[config.mk]
export PLATFORM = sky130hd
export DESIGN_NAME = mfcc_mean_acc
export DESIGN_NICKNAME = d
export VERILOG_FILES = /design/src/rtl/mfcc_pkg.sv /design/src/rtl/mfcc_div_seq.sv /design/src/rtl/mfcc_mean_acc.sv
export SDC_FILE = /design/constraint.sdc
export NUM_CORES = 1
export LEC_CHECK = 0
export BUFFER_PORTS_ARGS = -buffer_cell sky130_fd_sc_hd__buf_2
export CAP_MARGIN = 0
export CORE_UTILIZATION = 58
export CTS_CLUSTER_DIAMETER = 120
export DETAILED_ROUTE_END_ITERATION = 12
export HOLD_SLACK_MARGIN = 0.02
export PLACE_DENSITY_LB_ADDON = 0.05
export SKIP_LAST_GASP = 1
export SLEW_MARGIN = 20
export SYNTH_ARGS = -nofsm -noshare
export SYNTH_HDL_FRONTEND = slang
export SYNTH_SLANG_ARGS = --single-unit
[constraint.sdc]
create_clock -name clk -period 6.1 [get_ports clk]
set_clock_uncertainty 0.1 [all_clocks]
set_input_delay 0.61 -clock clk [delete_from_list [all_inputs] [get_ports clk]]
set_output_delay 0.61 -clock clk [all_outputs]
set_load 0.02 [all_outputs]
[src/rtl/mfcc_pkg.sv]
// Shared definitions for the MFCC cepstral-mean block: FSM states, front-end
// default sizes and a constant-evaluable ceil(log2) helper.
package mfcc_pkg;

    localparam int unsigned NCOEF_DEF      = 13;
    localparam int unsigned DW_DEF         = 16;
    localparam int unsigned MAX_FRAMES_DEF = 1023;

    typedef enum logic [2:0] {
        StIdle,
        StAccum,
        StDiv,
        StOut,
        StClr
    } mfcc_state_e;

    // Smallest r with 2**r >= value (0 for value <= 1).
    function automatic int unsigned clog2(input int unsigned value);
        int unsigned result;
        result = 0;
        for (int i = 0; i < 32; i++) begin
            if ((64'd1 << i) < 64'(value)) begin
                result = i + 1;
            end
        end
        return result;
    endfunction

endpackage

[src/rtl/mfcc_div_seq.sv]
// Unsigned restoring divider, one quotient bit per cycle. The first step is
// taken in the start cycle itself, so done pulses exactly NW cycles after
// start with the full quotient on quotient_o. The divisor must be non-zero.
module mfcc_div_seq import mfcc_pkg::*; #(
    parameter int unsigned NW   = 26,
    parameter int unsigned DW_D = 10
) (
    input  logic            clk,
    input  logic            rst_n,
    input  logic            start_i,
    input  logic [NW-1:0]   dividend_i,
    input  logic [DW_D-1:0] divisor_i,
    output logic [NW-1:0]   quotient_o,
    output logic            done_o
);

    localparam int unsigned CW = clog2(NW + 1);

    logic            busy_q, busy_d;
    logic            done_q, done_d;
    logic [CW-1:0]   cnt_q, cnt_d;
    logic [DW_D-1:0] rem_q, rem_d;
    logic [DW_D-1:0] div_q, div_d;
    logic [NW-1:0]   quo_q, quo_d;

    logic [DW_D-1:0] step_rem;
    logic [DW_D-1:0] step_div;
    logic [NW-1:0]   step_quo;
    logic [DW_D:0]   rem_sh;
    logic            step_ge;
    logic [DW_D-1:0] rem_nxt;
    logic [NW-1:0]   quo_nxt;

    // One restoring step; at start it works straight from the input operands.
    always_comb begin
        step_rem = busy_q ? rem_q : '0;
        step_quo = busy_q ? quo_q : dividend_i;
        step_div = busy_q ? div_q : divisor_i;
        rem_sh   = {step_rem, step_quo[NW-1]};
        step_ge  = (rem_sh >= {1'b0, step_div});
        rem_nxt  = step_ge ? DW_D'(rem_sh - {1'b0, step_div}) : rem_sh[DW_D-1:0];
        quo_nxt  = {step_quo[NW-2:0], step_ge};
    end

    // Iteration control: the dividend shifts out while quotient bits shift in.
    always_comb begin
        busy_d = busy_q;
        done_d = 1'b0;
        cnt_d  = cnt_q;
        rem_d  = rem_q;
        div_d  = div_q;
        quo_d  = quo_q;
        if (busy_q) begin
            rem_d = rem_nxt;
            quo_d = quo_nxt;
            cnt_d = cnt_q - 1'b1;
            if (cnt_q == CW'(1)) begin
                busy_d = 1'b0;
                done_d = 1'b1;
            end
        end else if (start_i) begin
            busy_d = 1'b1;
            cnt_d  = CW'(NW - 1);
            rem_d  = rem_nxt;
            quo_d  = quo_nxt;
            div_d  = divisor_i;
        end
    end

    // State register with synchronous active-low reset.
    always_ff @(posedge clk) begin
        if (!rst_n) begin
            busy_q <= 1'b0;
            done_q <= 1'b0;
            cnt_q  <= '0;
            rem_q  <= '0;
            div_q  <= '0;
            quo_q  <= '0;
        end else begin
            busy_q <= busy_d;
            done_q <= done_d;
            cnt_q  <= cnt_d;
            rem_q  <= rem_d;
            div_q  <= div_d;
            quo_q  <= quo_d;
        end
    end

    assign quotient_o = quo_q;
    assign done_o     = done_q;

endmodule

[src/rtl/mfcc_mean_acc.sv]
// Per-utterance cepstral-mean engine: sums each MFCC coefficient index over
// all frames of an utterance, then streams the truncated-toward-zero means
// out one index at a time over a ready/valid interface.
module mfcc_mean_acc import mfcc_pkg::*; #(
    parameter  int unsigned NCOEF      = NCOEF_DEF,
    parameter  int unsigned DW         = DW_DEF,
    parameter  int unsigned MAX_FRAMES = MAX_FRAMES_DEF,
    localparam int unsigned FCW        = clog2(MAX_FRAMES + 1),
    localparam int unsigned ACC_W      = DW + FCW,
    localparam int unsigned IW         = clog2(NCOEF)
) (
    input  logic           clk,
    input  logic           rst_n,
    input  logic           utt_active_i,
    input  logic           coef_valid_i,
    input  logic           coef_first_i,
    input  logic [DW-1:0]  coef_i,
    output logic           mean_valid_o,
    input  logic           mean_ready_i,
    output logic [DW-1:0]  mean_data_o,
    output logic [IW-1:0]  mean_idx_o,
    output logic           mean_last_o,
    output logic [FCW-1:0] frame_count_o,
    output logic           busy_o,
    output logic           sat_o,
    output logic           drop_o
);

    mfcc_state_e state_q, state_d;

    logic [FCW-1:0]   frame_cnt_q, frame_cnt_d;
    logic             sat_q, sat_d;
    logic [IW-1:0]    idx_q, idx_d;
    logic             in_frame_q, in_frame_d;
    logic [IW-1:0]    k_q, k_d;
    logic [DW-1:0]    mean_q, mean_d;
    logic             div_started_q, div_started_d;
    logic             drop_q, drop_d;
    logic [ACC_W-1:0] acc_q [NCOEF];

    logic             acc_we;
    logic             acc_clr;
    logic [IW-1:0]    acc_widx;
    logic [ACC_W-1:0] coef_ext;

    logic [ACC_W-1:0] acc_sel;
    logic             acc_neg;
    logic [ACC_W-1:0] acc_abs;
    logic             div_start;
    logic             div_done;
    logic [ACC_W-1:0] div_quot;
    logic [DW-1:0]    quot_abs;
    logic             unused_quot_hi;

    assign coef_ext = {{FCW{coef_i[DW-1]}}, coef_i};

    // Divide |sum| and restore the sign afterwards so the result truncates
    // toward zero. |sum| <= frames * 2^(DW-1), so the quotient fits in DW bits.
    assign acc_sel        = acc_q[k_q];
    assign acc_neg        = acc_sel[ACC_W-1];
    assign acc_abs        = acc_neg ? (-acc_sel) : acc_sel;
    assign quot_abs       = div_quot[DW-1:0];
    assign unused_quot_hi = ^div_quot[ACC_W-1:DW];

    mfcc_div_seq #(
        .NW   (ACC_W),
        .DW_D (FCW)
    ) u_div (
        .clk        (clk),
        .rst_n      (rst_n),
        .start_i    (div_start),
        .dividend_i (acc_abs),
        .divisor_i  (frame_cnt_q),
        .quotient_o (div_quot),
        .done_o     (div_done)
    );

    // FSM next-state, accumulation control and drop detection.
    always_comb begin
        state_d       = state_q;
        frame_cnt_d   = frame_cnt_q;
        sat_d         = sat_q;
        idx_d         = idx_q;
        in_frame_d    = in_frame_q;
        k_d           = k_q;
        mean_d        = mean_q;
        div_started_d = div_started_q;
        drop_d        = 1'b0;
        acc_we        = 1'b0;
        acc_clr       = 1'b0;
        acc_widx      = '0;
        div_start     = 1'b0;

        unique case (state_q)
            StIdle: begin
                drop_d = coef_valid_i;
                if (utt_active_i) begin
                    state_d     = StAccum;
                    frame_cnt_d = '0;
                    sat_d       = 1'b0;
                    idx_d       = '0;
                    in_frame_d  = 1'b0;
                end
            end
            StAccum: begin
                if (!utt_active_i) begin
                    state_d       = StDiv;
                    k_d           = '0;
                    div_started_d = 1'b0;
                    drop_d        = coef_valid_i;
                end else if (coef_valid_i) begin
                    if (coef_first_i) begin
                        // A frame beyond MAX_FRAMES is not counted; the rest of it
                        // is rejected through sat_q below.
                        if (frame_cnt_q == FCW'(MAX_FRAMES)) begin
                            sat_d  = 1'b1;
                            drop_d = 1'b1;
                        end else begin
                            frame_cnt_d = frame_cnt_q + 1'b1;
                            idx_d       = '0;
                            in_frame_d  = 1'b1;
                            acc_we      = 1'b1;
                            acc_widx    = '0;
                        end
                    end else if (!in_frame_q || sat_q || idx_q == IW'(NCOEF - 1)) begin
                        drop_d = 1'b1;
                    end else begin
                        idx_d    = idx_q + 1'b1;
                        acc_we   = 1'b1;
                        acc_widx = idx_q + 1'b1;
                    end
                end
            end
            StDiv: begin
                drop_d = coef_valid_i;
                if (frame_cnt_q == '0) begin
                    mean_d  = '0;
                    state_d = StOut;
                end else if (!div_started_q) begin
                    div_start     = 1'b1;
                    div_started_d = 1'b1;
                end else if (div_done) begin
                    mean_d        = acc_neg ? (-quot_abs) : quot_abs;
                    div_started_d = 1'b0;
                    state_d       = StOut;
                end
            end
            StOut: begin
                drop_d = coef_valid_i;
                if (mean_ready_i) begin
                    if (k_q == IW'(NCOEF - 1)) begin
                        state_d = StClr;
                    end else begin
                        k_d     = k_q + 1'b1;
                        state_d = StDiv;
                    end
                end
            end
            StClr: begin
                drop_d  = coef_valid_i;
                acc_clr = 1'b1;
                state_d = StIdle;
            end
            default: begin
                state_d = StIdle;
            end
        endcase
    end

    // Control and result registers.
    always_ff @(posedge clk) begin
        if (!rst_n) begin
            state_q       <= StIdle;
            frame_cnt_q   <= '0;
            sat_q         <= 1'b0;
            idx_q         <= '0;
            in_frame_q    <= 1'b0;
            k_q           <= '0;
            mean_q        <= '0;
            div_started_q <= 1'b0;
            drop_q        <= 1'b0;
        end else begin
            state_q       <= state_d;
            frame_cnt_q   <= frame_cnt_d;
            sat_q         <= sat_d;
            idx_q         <= idx_d;
            in_frame_q    <= in_frame_d;
            k_q           <= k_d;
            mean_q        <= mean_d;
            div_started_q <= div_started_d;
            drop_q        <= drop_d;
        end
    end

    // Accumulator bank: one signed add per accepted coefficient, bulk clear.
    always_ff @(posedge clk) begin
        if (!rst_n || acc_clr) begin
            for (int i = 0; i < NCOEF; i++) begin
                acc_q[i] <= '0;
            end
        end else if (acc_we) begin
            acc_q[acc_widx] <= acc_q[acc_widx] + coef_ext;
        end
    end

    assign mean_valid_o  = (state_q == StOut);
    assign mean_data_o   = mean_q;
    assign mean_idx_o    = k_q;
    assign mean_last_o   = (state_q == StOut) && (k_q == IW'(NCOEF - 1));
    assign frame_count_o = frame_cnt_q;
    assign busy_o        = (state_q != StIdle);
    assign sat_o         = sat_q;
    assign drop_o        = drop_q;

endmodule

==> results.txt <==
outcome -> finished, final reports clean
max-capacitance violation count -> 0
Syn. warnings -> 0
Clock Path Buffers -> 3
Post-Syn Instances -> 2598
CP top delay family -> compound AO/OA/AOI/OAI gates
Worst Path Buf+Inv -> 2
global-route wire length before repair -> 137000 um
Seq/Total Area, Yosys -> 0.508
Max stage delay on crit path -> 520 ps
Via density -> 6.91
DR pass1 iterations -> 7
# DRC -> 0
number of global-route vias before repair -> 21.9k
clock transition at the registers of the reported paths -> 60 ps
Worst VDD drop -> 0.235 mV
fill cell count -> 3756
Final Hold Fails -> 0
row cnt -> 80
most frequent cells in the layout -> nor2_1, edfxtp_1, nand2_1, a21oi_1, buf_4
IO buf count -> 56
setup_tns -> 0 ps
clock sinks -> 514
die width -> 223 um
DR vias -> 22.6k
DRT Wirelength -> 92700 um
final net count -> 2683
min Tclk post-route -> 5660 ps
Pwr per Cell Area -> 269 nW/um2
Max-slew headroom -> 0.205
DR iter-0 viols -> 2973
RePlAce Congestion -> 0.939
Worst path depth -> 20
Die Area -> 49900 um2
overall routing resource usage -> 0.373
end-of-flow core utilization -> 0.651
RSZ-0062 raised after global routing -> false
CTS tree -> done
WL/cell -> 28.3 um
core box area -> 48000 um2
pin count of the biggest net entering global routing -> 140
starting density of the core -> 0.592
Setup Crit Path Kind -> reg -> reg
layout cells sized above 1 -> 0.181
Worst Path Arrival -> 5920 ps
most common cell after layout, fill and taps aside -> nor2_1
# hold bufs at CTS -> 0
share of flip-flops with an asynchronous set or reset -> 0
Critical Path RT -> 6360 ps
H-Tree Depth -> 2
Routed Antenna Nets -> 0
CP max stage cell -> a21oi_2
cell area after layout -> 31300 um2
commonest register cell after synthesis -> edfxtp_1
Power Total -> 8.42 mW
post-CTS sizing -> 0
P_leak -> 11.6 nW
cell area after synthesis -> 28500 um2
worst hold stages -> 2
CP endpoint kind -> flop
Startpoint Class -> flop
Critical Path Fanout Max -> 22
Setup-failing EPs final -> 0
Area Growth Syn to Fin -> 9.96%
CTS buffer count -> 56
Highest Clock Rate -> 177 MHz
hold crit path type -> in -> reg
Synth cell types -> 88
EDFF count, synth -> 416
antenna violations before repair -> 0
worst skew pair latency -> 640 ps
Syn Area/Cell -> 11.0 um2
CTS root buf -> clkbuf_16
Die Y -> 223 um
DP HPWL -> 57300 um
Placed Area -> 29500 um2
Slew Viols, Final -> 0
worst slew pin tran -> 1190 ps
R2R depth -> 20
Mapped Nets -> 2667
io pins -> 57
crit path cell chain -> and4bb_2 -> and4_1 -> nand2b_4 -> a21oi_2 -> buf_4 -> nor2_1 -> a21oi_1 -> o21ai_0 -> nor3_1 -> ha_1 -> nand4_1 -> nor2_1 -> a31o_2 -> a21oi_1 -> a21oi_1 -> o21ai_0 -> mux2i_1 -> a2111oi_2 -> buf_4 -> nor2_1
register bit total from synthesis -> 514
diodes inserted -> 0
grt ovf -> 0
final period utilization -> 0.927
Post-CTS Setup Bufs -> 0
-- state kept, by name, summed over array words and instances (netlist names), named ones only --
signal            cells
u_div.done_o          1
u_div.cnt_q           5
drop_o                1
acc_q               416
u_div.busy_q          1
u_div.rem_q          10
mean_data_o          16
u_div.div_q          10
state_q               3
in_frame_q            1
frame_count_o        10
u_div.quotient_o     26
div_started_q         1
idx_q                 4
mean_idx_o            4
sat_o                 1
-- per-layer routing --
metal  routed length [um]  global-route usage  share of wire
met5                    0                   0              0
met4                 4960               0.172          0.053
met3                11400              0.0823           0.12
met2                42100               0.588           0.45
met1                34200               0.496           0.37
-- stage by stage --
step / cells / setup slack (ps) / hold slack [ps]
floorplan: 2598 / 104 / 332
global placement: 3171 / 217 / 342
detailed placement: 3171 / 180 / 346
CTS: 3273 / 382 / 192
global route: 3273 / 51.6 / 221
finish: 3273 / 443 / 220
-- path summary, 6_finish.rpt --
check / end / start / slack, ps
max: acc_q[6][24] / state_q[1] / 440
min: drop_o / coef_valid_i / 220
max reg2reg: acc_q[6][24] / state_q[1] / 440
min reg2reg: u_div.div_q[5] / u_div.div_q[5] / 350
-- synthesized netlist by cell type (all sizes together) (4+ instances only) --
master     n  share of area
o2bb2ai   31         0.0095
and2      16         0.0035
dfxtp     98          0.069
nand3     56         0.0099
o21bai     5         0.0013
a211oi    18         0.0047
buf       47          0.012
xnor2     32         0.0099
or4        6         0.0016
ha        45          0.020
o21a       4         0.0011
a22o      32         0.0099
a21o      15         0.0040
nand3b     5         0.0013
edfxtp   416           0.44
o211ai     5         0.0013
or3       11         0.0026
nor2     479          0.064
clkbuf   164          0.022
mux2i     45          0.016
a221oi    63          0.021
o41ai      5         0.0015
o21ai    114          0.020
xor2      31         0.0095
and3      41         0.0090
nand2b    12         0.0026
a41oi      6         0.0018
mux4     109          0.087
nand4      9         0.0025
nor2b     37         0.0081
nand2    151          0.020
inv       62         0.0082
mux2      83          0.033
a22oi     35         0.0094
a31oi      5         0.0013
nor4       8         0.0023
a21oi    140          0.025
a2111oi    4         0.0015
o22ai     27         0.0059
nor3      73          0.013
o31ai     13         0.0034
-- cell type report --
type / count / area (um2) / share of cell area
flip-flops and latches: 514 / 14500 / 0.462
well taps: 615 / 769 / 0.0246
inverters: 63 / 236 / 0.00756
repair buffers: 169 / 1180 / 0.0377
clock inverters: 26 / 180 / 0.00576
clock buffers: 76 / 1530 / 0.0489
multi-input cells: 1810 / 12900 / 0.413
-- where the power goes --
part / total (mW) / switching (mW) / internal [mW]
sequential: 3.97 / 0.0696 / 3.90
combinational: 1.20 / 0.765 / 0.437
clock: 3.24 / 1.42 / 1.83
-- logic make-up after synthesis --
group | after synthesis | share of synthesized area
simple gates | 918 | 0.144
buf+inv | 274 | 0.0417
compound gates | 545 | 0.130
fa+ha+maj | 47 | 0.0212
xor+xnor | 63 | 0.0194
mux | 237 | 0.135
flops | 514 | 0.508
(Power assumes the default switching activity.)
